==> config.mk <==
export PLATFORM = sky130hd
export DESIGN_NAME = adc_dly_align_ctrl
export DESIGN_NICKNAME = d
export VERILOG_FILES = /design/src/rtl/adc_dly_align_ctrl.sv
export SDC_FILE = /design/constraint.sdc
export NUM_CORES = 1
export LEC_CHECK = 0
export CAP_MARGIN = 20
export CORE_ASPECT_RATIO = 1.5
export CORE_MARGIN = 2
export CORE_UTILIZATION = 47
export CTS_BUF_LIST = sky130_fd_sc_hd__clkbuf_4
export CTS_CLUSTER_DIAMETER = 100
export DETAILED_ROUTE_END_ITERATION = 6
export PLACE_DENSITY = 0.84
export RECOVER_POWER = 100
export SKIP_LAST_GASP = 1
export SYNTH_ARGS = -nofsm -noshare
export SYNTH_HDL_FRONTEND = slang
export SYNTH_SLANG_ARGS = --single-unit
==> constraint.sdc <==
create_clock -name CLK -period 3 [get_ports CLK]
set_clock_uncertainty 0.15 [all_clocks]
set_input_delay 0.9 -clock CLK [delete_from_list [all_inputs] [get_ports CLK]]
set_output_delay 0.9 -clock CLK [all_outputs]
set_load 0.01 [all_outputs]
==> src/rtl/adc_dly_align_ctrl.sv <==
// adc_dly_align_ctrl: sweeps every IODELAY tap of each ADC channel against the
// test pattern, then loads the centre of the widest passing window.
module adc_dly_align_ctrl #(
    parameter int          NCH         = 16,
    parameter int          NTAPS       = 32,
    parameter int          SETTLE      = 8,
    parameter int          NSAMP       = 16,
    parameter logic [11:0] PATTERN     = 12'hA5C,
    parameter int          MIN_EYE     = 4,
    parameter int          DEFAULT_TAP = 25
) (
    input  logic              CLK,
    input  logic              RST,
    input  logic              START,
    input  logic [NCH*12-1:0] DIN,
    output logic [NCH*5-1:0]  TAP_OUT,
    output logic [NCH-1:0]    DLY_LD,
    output logic              BUSY,
    output logic              DONE,
    output logic [NCH-1:0]    FAIL
);

    localparam int CW = (NCH > 1) ? $clog2(NCH) : 1;
    localparam int TW = 5;
    localparam int LW = TW + 1;
    localparam int MX = (SETTLE > NSAMP) ? SETTLE : NSAMP;
    localparam int KW = $clog2(MX) + 1;

    typedef enum logic [2:0] {
        S_IDLE,
        S_LOAD,
        S_SETTLE,
        S_SAMPLE,
        S_EVAL,
        S_CENTER,
        S_NEXT,
        S_FIN
    } state_t;

    state_t        state;
    logic [CW-1:0] ch;
    logic [TW-1:0] tap;
    logic [KW-1:0] cnt;
    logic          err;
    logic [TW-1:0] run_start;
    logic [LW-1:0] run_len;
    logic [TW-1:0] best_start;
    logic [LW-1:0] best_len;
    logic [TW-1:0] taps [NCH];

    logic [11:0]    din_ch;
    logic [CW-1:0]  ch_nxt;
    logic [NCH-1:0] ld_cur;
    logic [NCH-1:0] ld_nxt;
    logic [TW-1:0]  cand_start;
    logic [LW-1:0]  cand_len;
    logic           last_tap;
    logic           close_run;
    logic [TW-1:0]  center_tap;

    for (genvar g = 0; g < NCH; g++) begin : g_tap
        assign TAP_OUT[TW*g +: TW] = taps[g];
    end

    always_comb begin
        din_ch = '0;
        for (int i = 0; i < NCH; i++) begin
            if (CW'(i) == ch) din_ch = DIN[12*i +: 12];
        end
    end

    assign ch_nxt = ch + CW'(1);
    assign ld_cur = NCH'(1) << ch;
    assign ld_nxt = NCH'(1) << ch_nxt;
    assign last_tap = (tap == TW'(NTAPS - 1));
    assign close_run = err || last_tap;
    // floor(len/2) never carries past 31 for a window inside 0..NTAPS-1
    assign center_tap = best_start + best_len[TW:1];

    always_comb begin
        cand_len = run_len;
        cand_start = run_start;
        if (!err) begin
            cand_len = run_len + LW'(1);
            if (run_len == '0) cand_start = tap;
        end
    end

    always_ff @(posedge CLK) begin
        if (RST) begin
            state <= S_IDLE;
            ch <= '0;
            tap <= '0;
            cnt <= '0;
            err <= 1'b0;
            run_start <= '0;
            run_len <= '0;
            best_start <= '0;
            best_len <= '0;
            DLY_LD <= '0;
            BUSY <= 1'b0;
            DONE <= 1'b0;
            FAIL <= '0;
            for (int i = 0; i < NCH; i++) taps[i] <= TW'(DEFAULT_TAP);
        end else begin
            DLY_LD <= '0;
            unique case (state)
                S_IDLE: begin
                    if (START) begin
                        ch <= '0;
                        tap <= '0;
                        err <= 1'b0;
                        run_len <= '0;
                        best_len <= '0;
                        best_start <= '0;
                        DONE <= 1'b0;
                        FAIL <= '0;
                        BUSY <= 1'b1;
                        taps[0] <= '0;
                        DLY_LD <= NCH'(1);
                        state <= S_LOAD;
                    end
                end
                S_LOAD: begin
                    cnt <= '0;
                    state <= S_SETTLE;
                end
                S_SETTLE: begin
                    if (cnt == KW'(SETTLE - 1)) begin
                        cnt <= '0;
                        err <= 1'b0;
                        state <= S_SAMPLE;
                    end else begin
                        cnt <= cnt + KW'(1);
                    end
                end
                S_SAMPLE: begin
                    if (din_ch != PATTERN) err <= 1'b1;
                    if (cnt == KW'(NSAMP - 1)) state <= S_EVAL;
                    else cnt <= cnt + KW'(1);
                end
                S_EVAL: begin
                    // strict compare keeps the earlier window on a tie
                    if (close_run) begin
                        run_len <= '0;
                        if (cand_len > best_len) begin
                            best_len <= cand_len;
                            best_start <= cand_start;
                        end
                    end else begin
                        run_len <= cand_len;
                        run_start <= cand_start;
                    end
                    if (last_tap) begin
                        state <= S_CENTER;
                    end else begin
                        tap <= tap + TW'(1);
                        taps[ch] <= tap + TW'(1);
                        DLY_LD <= ld_cur;
                        state <= S_LOAD;
                    end
                end
                S_CENTER: begin
                    if (best_len < LW'(MIN_EYE)) begin
                        taps[ch] <= TW'(DEFAULT_TAP);
                        FAIL[ch] <= 1'b1;
                    end else begin
                        taps[ch] <= center_tap;
                    end
                    DLY_LD <= ld_cur;
                    state <= S_NEXT;
                end
                S_NEXT: begin
                    err <= 1'b0;
                    run_len <= '0;
                    run_start <= '0;
                    best_len <= '0;
                    best_start <= '0;
                    tap <= '0;
                    if (ch == CW'(NCH - 1)) begin
                        state <= S_FIN;
                    end else begin
                        ch <= ch_nxt;
                        taps[ch_nxt] <= '0;
                        DLY_LD <= ld_nxt;
                        state <= S_LOAD;
                    end
                end
                S_FIN: begin
                    BUSY <= 1'b0;
                    DONE <= 1'b1;
                    state <= S_IDLE;
                end
                default: state <= S_IDLE;
            endcase
        end
    end

endmodule

==> flow_summary.ini <==
[synthesis]
synth_compound_area_share_pct = 20.2
ys_ff_latch = 154
synthXorXnorAreaFrac_pct = 1.72
synthArstFlopShare_pct = 0
yosysSeqAreaShare_pct = 45.2
synthAdderAreaFrac_pct = 3.73
synth_ff_type = edfxtp_1
synth.avg_cell_area_um2 = 8.91
syn-instance-count = 964
syn-num-nets = 1184
yosysWarningCount = 0
synth_mux_area_share_pct = 1.88
synth_area_mm2 = 0.00859
synth-edff-count = 80
synth_simple_gate_area_share_pct = 22.2
synth_cell_types = 75
synth_top_family_by_area = simple AND/OR/NAND/NOR gates

[final_layout]
fillCellCount = 1400
layout-area-overhead-vs-synth_pct = 44.7
final_area_mm2 = 0.0124
nets = 1501
multi_input_area_mm2 = 0.00430
seqCellArea_mm2 = 0.00389
postLayoutCoreUtil_pct = 69.3
stdcell_count = 1513
drive_gt1_share_pct = 9.20

[critical_path]
cp-start-kind = flip-flop
worst_ep_required_time_ns = 3.38
r2r_slack_ns = 0.11
endpoint_kind = flip-flop
reg2regPathDepth = 12
critPathArrivalTime_ns = 3.27
worstReg2RegStart = run_len[0]
worstPathMaxFanout = 6
worstSetupPathType = flip-flop to flip-flop
r2r-end = best_len[3]

[floorplanning]
ioPinCount = 309
core_mm2 = 0.0179
die_x_um = 114
row_count = 60
die_h_um = 170
die-area_mm2 = 0.0194
initial_core_util_pct = 47.9

[placement]
io_buffer_count = 308
dp_hpwl_mm = 23.7
placed_cell_area_mm2 = 0.0121
dpl.cell_count = 1477
pre_cts_ws_ns = -0.197
gp_congestion = 0.996

[clock_network]
clock_path_buffers = 2
clock_sinks = 154
cts_hold_buf = 0
cts_tree = built
clkTransAtPathRegs_ns = 0.18
cts_made_buffers = 17
clk_latency_ns = 0.60
cts-root-buf = clkbuf_4
cts_max_level = 4

[global_routing]
grt.overflow.total = 0
antenna_found_initial = 2
grt_pass1_vias = 8804
grt_max_degree = 62
grt_util_all_layers_pct = 32.0
grt_pass1_wl_mm = 48.2

[routing]
num_vias = 8890
wire_per_inst_um = 20.7
ant_nets = 0
dr.pass1.iters = 7
drt_iter0_markers = 886
drt-vias-per-instance = 5.88
route.detailed.drc = 0
wirelength_mm = 31.3

[sta]
tightest_slew_ns = 0.994
setup_viol = 0
fin_crit_sh_pct = 96.4
fin_crit_ns = 2.89
final_hold_viol_count = 0
fin_setup_tns_ns = 0
slew_violations = 0
rsz0062_at_grt = true
worst_slack_ns = 0.109
timing.hold.ws_ns = 0.345
fmax_mhz = 346
max-slew-margin-rel_pct = 33.7

[pwr]
p_per_area_mw_per_mm2 = 331
max-vdd-ir-drop_mv = 0.238
total_power_mw = 4.11
p_leak_nw = 4.31

[job]
max_cap_viol_count = 0

[worst_hold_path]
hold_end = FAIL[8]
hold_path_class = flip-flop to flip-flop
holdPathStages = 2
hp-start = FAIL[8]

[status]
outcome = finished, final reports clean
==> synth_stat cells, types with 24 or more instances <==
master      n  area [um2]
nand3_1    30         150
nor2_1    154         578
edfxtp_1   80        2400
dfxtp_1    74        1480
ha_1       24         300
nand2b_1   31         194
o21ai_0    26         130
a21oi_1    63         315
inv_1      27         101
nand2_1   105         394
clkbuf_1   32         120
==> layout make-up <==
cell class	count	area share (%)
multi-input cells	713	34.6
well taps	217	2.18
repair buffers	366	28.5
clock inverters	15	1.42
flip-flops and latches	154	31.3
inverters	29	0.906
clock buffers	17	1.03
diodes	2	0.0403
==> logic make-up (layout without fill, tap and decap cells) <==
| group | count (synthesis) | count (layout) |
|---|---|---|
| simple gates | 406 | 406 |
| fa+ha+maj | 25 | 25 |
| mux | 16 | 16 |
| flops | 154 | 154 |
| compound gates | 250 | 250 |
| other cells | 0 | 2 |
| xor+xnor | 16 | 16 |
| buf+inv | 97 | 427 |
==> sequential cells by signal, indices dropped and copies added (netlist names) <==
signal / flops
run_start: 5
DONE: 1
best_start: 5
DLY_LD: 16
run_len: 6
FAIL: 16
err: 1
tap: 5
taps: 80
ch: 4
cnt: 5
state: 3
BUSY: 1
best_len: 6
==> cells in the final DEF, fill, tap and decap left out, drive strengths merged, types with 4 or more instances in the layout <==
| cell type | synthesis | layout |
|---|---|---|
| clkdlybuf4s50 | 0 | 192 |
| nor2 | 157 | 157 |
| dlygate4sd3 | 0 | 115 |
| nand2 | 106 | 106 |
| edfxtp | 80 | 80 |
| dfxtp | 74 | 74 |
| a21oi | 63 | 63 |
| buf | 36 | 52 |
| inv | 29 | 33 |
| nand2b | 31 | 31 |
| nand3 | 31 | 31 |
| o21ai | 28 | 28 |
| ha | 24 | 24 |
| a221oi | 24 | 24 |
| clkbuf | 32 | 24 |
| a22oi | 22 | 22 |
| a31oi | 22 | 22 |
| o221ai | 16 | 16 |
| nor2b | 16 | 16 |
| nor3 | 16 | 16 |
| o22ai | 15 | 15 |
| mux2i | 15 | 15 |
| a32oi | 11 | 11 |
| xnor2 | 9 | 9 |
| a21o | 8 | 8 |
| nand3b | 8 | 8 |
| clkinv | 0 | 8 |
| xor2 | 7 | 7 |
| or3 | 7 | 7 |
| a211oi | 7 | 7 |
| nand4 | 6 | 6 |
| and2 | 6 | 6 |
| and3 | 4 | 4 |
==> where the power goes <==
group	leakage (nW)	total [mW]	switching, mW	internal, mW
logic	2.90	0.559	0.222	0.337
registers	1.26	2.25	0.0140	2.24
clock network	0.154	1.31	0.918	0.387
total	4.31	4.11	1.15	2.96
==> layer usage <==
metal	track usage [%]	vias to the layer above	wire length [um]
li1	-	4162	-
met1	40.3	4208	12500
met2	54.6	442	15400
met3	5.79	78	2350
met4	11.6	0	1040
met5	0	-	0
==> critical path: stages (launching register included) <==
cell	delay, ns
dfxtp_4	0.41
inv_1	0.05
ha_1	0.29
mux2_2	0.30
ha_1	0.30
nor2b_1	0.14
o21a_1	0.17
o21bai_1	0.18
a21oi_2	0.12
o21bai_4	0.20
buf_6	0.15
mux2i_2	0.21
nor2b_1	0.15
==> what timing repair did <==
| item | 4_1_cts | 5_1_grt |
|---|---|---|
| pin swaps | 0 | 1 |
| resized for setup | 1 | 13 |
| setup endpoints to repair | 1 | 51 |
| buffers inserted | 0 | 2 |
==> how the worst max path moves through the flow <==
stage                          start     endpoint  cells past startpoint
final                     run_len[0]  best_len[3]                     12
after global routing      run_len[0]  best_len[3]                     12
after CTS                 run_len[0]  best_len[3]                     13
after global placement      DIN[180]          err                      7
after floorplan           run_len[0]  best_len[0]                     12
after detailed placement    DIN[180]          err                      7
(Power assumes the default switching activity.)
